**src/rtl/conv_frame_loader.sv**
```systemverilog
// rtl/conv_frame_loader.sv - serial kernel/frame loader feeding a convolution stage
// Optional: CONV_FRAME_LOADER_KEEP_KERNEL_EN retains the kernel across frames.
module conv_frame_loader #(
   parameter int inlen   = 255,
   parameter int kernlen = 3
) (
   input  logic               clk,
   input  logic               rst,
   input  logic               s_data,
   input  logic               s_valid,
   output logic               s_ready,
   output logic [inlen-1:0]   out_in,
   output logic [kernlen-1:0] out_kernel,
   output logic               out_valid,
   input  logic               out_ready,
   output logic               loading_kernel
);

   localparam int maxlen = (inlen > kernlen) ? inlen : kernlen;
   localparam int cw     = $clog2(maxlen) + 1;

   localparam logic [1:0] LOAD_KERN = 2'd0;
   localparam logic [1:0] LOAD_DATA = 2'd1;
   localparam logic [1:0] HOLD      = 2'd2;

   localparam logic [cw-1:0] kern_last = cw'(kernlen - 1);
   localparam logic [cw-1:0] data_last = cw'(inlen - 1);

   logic [1:0]    state;
   logic [cw-1:0] bit_cnt;
   logic          accept;

`ifdef CONV_FRAME_LOADER_KEEP_KERNEL_EN
   logic          kern_loaded;
`endif

   // Handshake outputs are pure state decodes so s_ready never waits on s_valid.
   assign s_ready        = (state != HOLD);
   assign out_valid      = (state == HOLD);
   assign loading_kernel = (state == LOAD_KERN);
   assign accept         = s_valid && s_ready;

   always_ff @(posedge clk) begin
      if (rst) begin
         state      <= LOAD_KERN;
         bit_cnt    <= '0;
         out_in     <= '0;
         out_kernel <= '0;
`ifdef CONV_FRAME_LOADER_KEEP_KERNEL_EN
         kern_loaded <= 1'b0;
`endif
      end else begin
         case (state)
            LOAD_KERN: begin
               if (accept) begin
                  out_kernel <= {out_kernel[kernlen-2:0], s_data};
                  if (bit_cnt == kern_last) begin
                     state   <= LOAD_DATA;
                     bit_cnt <= '0;
`ifdef CONV_FRAME_LOADER_KEEP_KERNEL_EN
                     kern_loaded <= 1'b1;
`endif
                  end else begin
                     bit_cnt <= bit_cnt + cw'(1);
                  end
               end
            end
            LOAD_DATA: begin
               if (accept) begin
                  out_in <= {out_in[inlen-2:0], s_data};
                  if (bit_cnt == data_last) begin
                     state   <= HOLD;
                     bit_cnt <= '0;
                  end else begin
                     bit_cnt <= bit_cnt + cw'(1);
                  end
               end
            end
            HOLD: begin
               // Registers stay frozen here; only the downstream handshake moves us on.
               if (out_ready) begin
                  bit_cnt <= '0;
`ifdef CONV_FRAME_LOADER_KEEP_KERNEL_EN
                  state <= kern_loaded ? LOAD_DATA : LOAD_KERN;
`else
                  state <= LOAD_KERN;
`endif
               end
            end
            default: begin
               state   <= LOAD_KERN;
               bit_cnt <= '0;
            end
         endcase
      end
   end

endmodule

```
**config.mk**
```make
export PLATFORM = sky130hd
export DESIGN_NAME = conv_frame_loader
export DESIGN_NICKNAME = d
export VERILOG_FILES = /design/src/rtl/conv_frame_loader.sv
export SDC_FILE = /design/constraint.sdc
export NUM_CORES = 1
export LEC_CHECK = 0
export ABC_AREA = 1
export CORE_MARGIN = 1.5
export CORE_UTILIZATION = 40
export CTS_BUF_LIST = sky130_fd_sc_hd__clkbuf_4
export DETAILED_ROUTE_END_ITERATION = 7
export PLACE_DENSITY_LB_ADDON = 0.1
export SLEW_MARGIN = 0
export SYNTH_ARGS = -nofsm -noshare
export SYNTH_HDL_FRONTEND = slang
export SYNTH_SLANG_ARGS = --single-unit
```
**constraint.sdc**
```tcl
create_clock -name clk -period 2.2 [get_ports clk]
set_input_delay 0.33 -clock clk [delete_from_list [all_inputs] [get_ports clk]]
set_output_delay 0.33 -clock clk [all_outputs]
set_load 0.02 [all_outputs]
```
[Word level (Yosys, flattened, before mapping)]
Index checks and enable logic that the tools add are counted.
Widths: inputs -> output; s select.
Word-level totals
  flip-flop bits (word level): 269
  output and inout port bits: 261
  word-level logic and storage cells: 33
Operators by class
  add/sub/neg operators: 1
  equality and inequality tests: 10
  mux-type cells: 12
  reductions and logical operators: 6
Operators by type and width (count)
  $mux 9: 5
  $pmux 9 s3: 1
  $mux 2: 5
  $add 9x1->9 const B: 1
  $eq 9x2->1 const B: 1
  $eq 9x8->1 const B: 1
  $ne 2x1->1 const B: 3
  $ne 2x2->1 const B: 3
  $pmux 2 s3: 1
  $reduce_and 5->1: 1
  $reduce_and 2->1: 2
  $reduce_and 3->1: 1
  $eq 2x1->1 const B: 1
  $eq 2x2->1 const B: 1
  $logic_not 2->1: 1
  $logic_and 1x1->1: 1

[Depth between registers and ports, before layout]
Gate-level depths: netlist of the first run.
  depth after elaboration: 4
  mapped depth: 9

[Worst setup path before layout of the first run]
OpenSTA, ideal clock, no wires.
  kind: reg-to-reg
  start point: reg state[1]
  end point: reg state[1]
  arrival: 1306 ps
  required time: 2087 ps
  slack: 781 ps
  stages on the path, launching flop included: 8
  cells stage by stage: dfxtp_1 -> inv_1 -> nor2_1 -> inv_1 -> nand2_1 -> o21ai_0 -> nand3_1 -> nor2_1
Between the ends
  elaborated cells between the ends (all ways): 12
  classes of those cells: eq/ne (8); mux (1); reduce/logical (3)
RTL lines
  start, declared: RTL line 29  | logic [1:0] state;
  start signal, assigned: RTL line 45  | state <= LOAD_KERN;
  start signal, assigned: RTL line 58  | state <= LOAD_DATA;
  start signal, assigned: RTL line 72  | state <= HOLD;
  $eq 2x2->1 (*)
  via out_valid: RTL line 14  | output logic out_valid,
  $ne 2x1->1 (no line)
  $reduce_and 5->1 (no line)
Mark *: on every way through the listed nets, which the timed path passes. The rest lies on a longest branch.
A chain may end at the register's enable or synchronous reset.

[Worst setup path after layout of the first run]
  start point: reg out_in[229]
  end point: out out_in[229]
RTL lines
  start, declared: RTL line 12  | output logic [inlen-1:0] out_in,
  start signal, assigned: RTL line 70  | out_in <= {out_in[inlen-2:0], s_data};
No word-level cell between the ends.

==> key figures, run 1 <==
Synth
  • Top cells by area, synth: dfxtp_1 54%, nand3_1 13%, a21oi_1 13%
  • Ys Warns: 0
  • Cell taking the most area after synthesis: dfxtp_1
  • Synth Instances: 1261
  • Synthesized flop and latch total: 269
  • Synth top area share: 54.17%
  • Area of the mapped netlist: 0.009941 mm^2
  • Adder-Cell Fraction of Synth Area: 0.2517%
  • Largest family of logic cells by synthesized area: simple AND/OR/NAND/NOR gates
  • Post-synth net total: 1268
  • Simple-gate portion of the synthesized area: 25.68%
  • Post-Syn Area per Cell: 7.883 um^2
  • Xor and xnor fraction of the mapped netlist area: 0.1762%
  • Yosys cell types: 17
  • Seq/Total Area, Yosys: 54.17%
  • Synth Area in Compound Gates: 13.49%
  • Mux cell area share after synthesis: 0%

CTS
  • Clk_lat worst skew: 0.65 ns
  • TritonCTS clock tree: yes
  • CTS H-tree lvls: 3
  • Setup Buffers After CTS: 0
  • CTS buffer count: 71
  • CTS max path bufs: 3
  • Worst-path clk slew: 0.06 ns
  • Clock Sinks: 269
  • Root Driver: clkbuf_4

Route
  • Top Metal Used: met4
  • Initial DRC Count: 780
  • Initial DRT Pass Iterations: 5
  • Final antenna-violating net count: 0
  • Vias per cell: 5.054
  • Drt drc: 0
  • M1 WL: 12.05 mm
  • Met2 Wirelength: 12.13 mm
  • DR WL/cell: 14.50 um
  • Met3 Routed Length: 2.706 mm
  • Via count of the routed design: 9477
  • Final wirelength: 27.20 mm

Floorplanning
  • Core area: 0.02432 mm^2
  • Die W: 160.6 um
  • Chip height: 160.6 um
  • Num rows: 57
  • IO Count: 266
  • Die footprint: 0.02581 mm^2
  • Starting Density: 40.88%

Timing
  • Setup_tns: 0 ns
  • Min Hold Slack: 0.07167 ns
  • RSZ-0062 raised after global routing: no
  • Final number of setup-violating endpoints: 0
  • Max Transition Viols Final: 0
  • Fmax: 0.4985 GHz
  • Min Tclk post-route: 2.006 ns
  • Tcrit/Tclk final: 91.18%
  • Slew margin rel.: 58.73%
  • Worst clock skew: 0.05075 ns
  • Slew @ Worst Pin: 0.6191 ns
  • Hold Vio Cnt, Final: 0

Final layout
  • Final Cell Area: 0.01369 mm^2
  • Filler cells: 2308
  • Finished Layout Cells: 1875
  • Share of cells above drive strength 1: 8.710%
  • Final core utilization: 56.28%
  • Final net count: 1509
  • P&R area growth vs syn: 37.68%

Worst setup path
  • Worst EP required: 1.87 ns
  • Nature of the critical path startpoint: flop
  • Worst Reg-to-Reg Cells: 6
  • CP arrival: 1.68 ns
  • R2r setup slk: 0.55 ns
  • CP cell instances: clkdlybuf4s50_1
  • Crit-path leading delay family: buffers and inverters
  • Critical path class: flop to output port
  • Largest stage delay on the critical path: 0.67 ns
  • Worst path buffer plus inverter count: 1
  • CP Capture Type: output port
  • Crit-path slowest cell: clkdlybuf4s50_1
  • CP Max Fanout: 3
  • WP depth: 1

Hold path
  • Hold path depth: 2
  • Hold Path Class: input port to flop

Global route
  • Vias in the first global route: 8706
  • Total track usage: 20.24%
  • Grt total ovfl: 0
  • Initial antenna violation count: 1
  • First-pass GRT wire length: 43.97 mm
  • Largest net degree at the start of global routing: 135

Status
  • Status: completed

Place
  • Placer Congestion: 0.8075
  • Placed insts: 1752
  • Area after DPL: 0.01274 mm^2
  • PortBufs: 265
  • HPWL Detailed: 15.85 mm

Power
  • Peak supply drop: 0.3719 mV
  • Static Leak: 0.004460 uW
  • Cell Pwr Density: 747.2 mW/mm^2

Run
  • MaxCap Viol Count: 0
-- Yosys cell counts (all sizes together) --
library cell,number
ha,2
a21oi,261
nand4,3
dfxtp,269
clkbuf,41
nor2,27
o21ai,7
nor3,1
nand2,290
buf,73
inv,19
xor2,2
nand3,266
-- flip-flops by register name, indices dropped and copies added, names as in the netlist --
signal      cells
out_kernel      3
out_in        255
state           2
bit_cnt         9
-- layout make-up --
type / count / area, um^2 / share of cell area [%]
Sequential cell: 269 / 5385 / 39.35
Clock inverter: 13 / 131.4 / 0.9599
Clock buffer: 108 / 810.8 / 5.924
Antenna cell: 1 / 2.502 / 0.01828
Timing Repair Buffer: 282 / 2937 / 21.46
Inverter: 19 / 71.32 / 0.5211
Multi-Input combinational cell: 859 / 3944 / 28.81
Tap cell: 324 / 405.4 / 2.962
-- cell families (layout without fill, tap and decap cells) --
logic type,Yosys count,after routing
simple gates,587,587
compound gates,268,268
fa+ha+maj,2,2
buf+inv,133,422
other cells,0,1
xor+xnor,2,2
flops,269,269
-- per-layer routing --
layer  vias up  track usage [%]
met3        32            8.368
li1       4774                -
met1      4363            26.53
met4         0            6.627
met5         -                0
met2       308            30.11
-- path summary, 6_finish.rpt --
| kind | startpoint | end |
|---|---|---|
| worst max register to register | state[0]$_SDFFE_PP0P_ | out_in[161]$_SDFFE_PP0P_ |
| worst min register to register | out_in[127]$_SDFFE_PP0P_ | out_in[128]$_SDFFE_PP0P_ |
| worst min-delay path | rst | bit_cnt[6]$_SDFFE_PP0P_ |
| worst max-delay path | out_in[229]$_SDFFE_PP0P_ | out_in[229] |
-- cell usage in the layout, fill, tap and decap left out --
cell type        count
nand2_1            289
dfxtp_1            269
nand3_1            266
a21oi_1            261
clkdlybuf4s50_1    260
clkbuf_4           108
nor2_1              26
inv_1               18
buf_12              12
o21ai_0              7
clkinv_1             7
buf_4                4
inv_2                3
nand4_1              3
bufinv_16            3
dlygate4sd2_1        3
xor2_1               2
ha_1                 2
clkbuf_8             2
diode_2              1
nor2_4               1
nand2_4              1
nor3_1               1
clkinvlp_4           1
dlygate4sd3_1        1
-- power by group --
group	switching (uW)	internal (uW)
registers	40.8	4910
logic	548	183
clock network	1970	2580
total	2550	7670
-- through the flow --
stage                     power (uW)  setup WS (ns)
after floorplan                 5598         0.7814
after global placement          5804         0.6009
after detailed placement        5800         0.5744
after CTS                      10420         0.1163
after global routing           10720        0.03978
final                          10230         0.1940
-- worst reg2reg max path, cell delays in order (launching register included) --
cell and delay, ns:
dfxtp_1 0.40, inv_2 0.06, nor2_4 0.23, nand2_4 0.33, buf_12 0.31, nand2_1 0.11, a21oi_1 0.06
-- timing repair --
item	in CTS	in global routing
resized for setup	3	0
hold buffers	1	0
endpoints found under the setup margin	3	0
endpoints found under the hold margin	1	0
Power figures use the tool's default switching activity.
==> inputs of run 2 (changes only) <==
==> constraint.sdc (replaced) <==
create_clock -name clk -period 1.8 [get_ports clk]
set_input_delay 0.27 -clock clk [delete_from_list [all_inputs] [get_ports clk]]
set_output_delay 0.27 -clock clk [all_outputs]
set_load 0.02 [all_outputs]
==> run 2 against run 1 <==
Against the previous run: critical path type unchanged; global-route usage increased by 0.24 points; power grew 21%; register-to-register slack got worse by 0.32 ns; worst setup slack worse by 0.061 ns; largest power group unchanged; combinational power is 23% higher; final cell count unchanged; critical path depth is the same.
==> key figures, run 2 (same netlist as run 1, synthesis figures left out) <==
Timing
  • Final setup margin: 0.1325 ns
  • Slew margin rel.: 50.46%
  • Max Transition Viols Final: 0
  • Worst clock skew: 0.03186 ns
  • Fmax: 0.5997 GHz
  • Hold Vio Cnt, Final: 0
  • Final number of setup-violating endpoints: 0
  • Tcrit/Tclk final: 92.64%
  • Slew @ Worst Pin: 0.7430 ns
  • Min Tclk post-route: 1.668 ns

Hold path
  • Hold endpoint: out_kernel[0]$_SDFFE_PP0P_
  • Hold path startpoint: s_data
  • Hold path depth: 3
  • Hold Path Class: input port to flop

Floorplanning
  • Core area: 0.02432 mm^2
  • Die W: 160.6 um
  • Chip height: 160.6 um
  • Num rows: 57
  • IO Count: 266
  • Starting Density: 40.88%
  • Die footprint: 0.02581 mm^2

Place
  • Place WS: 0.2451 ns
  • Placer Congestion: 0.8124
  • Placed insts: 1752
  • PortBufs: 265
  • HPWL Detailed: 15.99 mm

Worst setup path
  • Crit-path slowest cell: dfxtp_1
  • CP Max Fanout: 3
  • Worst EP required: 1.53 ns
  • CP arrival: 1.40 ns
  • Nature of the critical path startpoint: flop
  • R2r setup slk: 0.23 ns
  • Reg-to-Reg Start: state[0]$_SDFFE_PP0P_
  • CP Capture Type: output port
  • WP depth: 1
  • R2R Path End: out_in[157]$_SDFFE_PP0P_
  • Crit-path leading delay family: flip-flops
  • Critical path class: flop to output port
  • Largest stage delay on the critical path: 0.39 ns
  • Worst path buffer plus inverter count: 1
  • Worst Reg-to-Reg Cells: 6
  • CP cell instances: dlygate4sd2_1

Run
  • MaxCap Viol Count: 0

Global route
  • Largest net degree at the start of global routing: 138
  • First-pass GRT wire length: 44.30 mm
  • Vias in the first global route: 8722
  • Initial antenna violation count: 1
  • Grt total ovfl: 0
  • Total track usage: 20.48%

CTS
  • Root Driver: clkbuf_4
  • Clock Sinks: 269
  • Clk_lat worst skew: 0.64 ns
  • CTS max path bufs: 3
  • TritonCTS clock tree: yes
  • Worst-path clk slew: 0.07 ns
  • CTS H-tree lvls: 3
  • CTS buffer count: 74

Power
  • Switching pwr: 3156 uW
  • Int Pwr: 9227 uW
  • Seq pwr share: 48.9%
  • Combinational power share: 7.3%
  • Switch share: 25.49%
  • Clock power frac: 43.9%
  • Peak supply drop: 0.4671 mV
  • Static Leak: 0.005695 uW
  • Cell Pwr Density: 928.1 mW/mm^2

Final layout
  • Finished Layout Cells: 1875
  • P&R area growth vs syn: 34.22%
  • Most common cell after layout, fill and taps aside: nand2_1
  • Share of cells above drive strength 1: 8.909%
  • Biggest regs: out_in: 255 flops, bit_cnt: 9 flops, out_kernel: 3 flops
  • Max reg flops: 255
  • Highest-count cells in the layout ignoring fill and taps: 289 x nand2_1, 267 x dfxtp_1, 266 x nand3_1
  • Final net count: 1513
  • Top register by number of flip-flops: out_in

Route
  • DR WL/cell: 14.54 um
  • Drt drc: 0
  • Initial DRC Count: 727
  • Via count of the routed design: 9590
  • Vias per cell: 5.115
  • Final antenna-violating net count: 0
  • Initial DRT Pass Iterations: 5
  • Final wirelength: 27.26 mm

Status
  • Status: completed
[run 2: cell types whose count changed in the layout (fill, tap and decap cells not counted), moves of 2 or more]
cell             change
clkbuf_4             -7
dlygate4sd2_1      +254
clkinv_1             +2
buf_2                +2
nor2_1               -2
clkinv_2             +4
clkdlybuf4s50_1    -258
dfxtp_1              -2
[run 2: worst max-delay path by stage]
| stage | end | slack, ns | startpoint |
|---|---|---|---|
| floorplan | state[1]$_SDFFE_PP0P_ | 0.38 | state[1]$_SDFFE_PP0P_ |
| global placement | out_in[141]$_SDFFE_PP0P_ | 0.26 | state[0]$_SDFFE_PP0P_ |
| detailed placement | out_in[131]$_SDFFE_PP0P_ | 0.25 | state[0]$_SDFFE_PP0P_ |
| CTS | out_valid | 0.004 | state[1]$_SDFFE_PP0P_ |
| global route | out_in[223] | -0.00002 | out_in[223]$_SDFFE_PP0P_ |
| finish | out_in[222] | 0.13 | out_in[222]$_SDFFE_PP0P_ |
[run 2: final cells by class]
type / instances / area, um^2
Fill cell: 2449 / 10980
Sequential cell: 269 / 5390
Multi-Input combinational cell: 859 / 3954
Timing Repair Buffer: 283 / 2608
Clock buffer: 101 / 758.2
Tap cell: 324 / 405.4
Clock inverter: 18 / 151.4
Inverter: 19 / 71.32
Antenna cell: 2 / 5.005
[run 2: per-stage QoR]
stage	util [%]	setup TNS, ns	hold WS [ns]	area [um^2]	total power [uW]
floorplan	-	0	0.4049	9941	6842
global placement	52.32	0	0.4501	12720	7110
detailed placement	52.32	0	0.4617	12720	7105
CTS	54.82	0	0.2161	13330	12590
global route	54.86	-0.00001765	0.1973	13340	13040
finish	54.86	0	0.2662	13340	12380
[run 2: metal layers]
metal,vias up,routed length [um],global-route usage (%)
met5,-,0,0
met4,0,517,8.071
met3,42,2547,7.851
met2,284,11880,29.50
met1,4482,12320,27.52
li1,4782,-,-
[run 2: repair_timing]
action / in CTS / in global routing
cloned: 0 / 0
endpoints found under the setup margin: 261 / 4
setup buffers: 0 / 0
hold buffers: 2 / 0
endpoints found under the hold margin: 30 / 0
resized for setup: 270 / 6
[run 2: tightest hold or removal path: cells and delay by family]
family | cells | cell delay (ns)
buffers and inverters | 1 | 0.43
AND/OR/NAND/NOR | 2 | 0.16
[run 2: power groups by stage]
| stage | Clock [uW] | Combinational (uW) | Sequential [uW] |
|---|---|---|---|
| global placement | 0 | 928 | 6180 |
| CTS | 5630 | 903 | 6050 |
| global route | 5990 | 990 | 6060 |
| floorplan | 0 | 634 | 6210 |
| detailed placement | 0 | 921 | 6180 |
| finish | 5430 | 898 | 6050 |
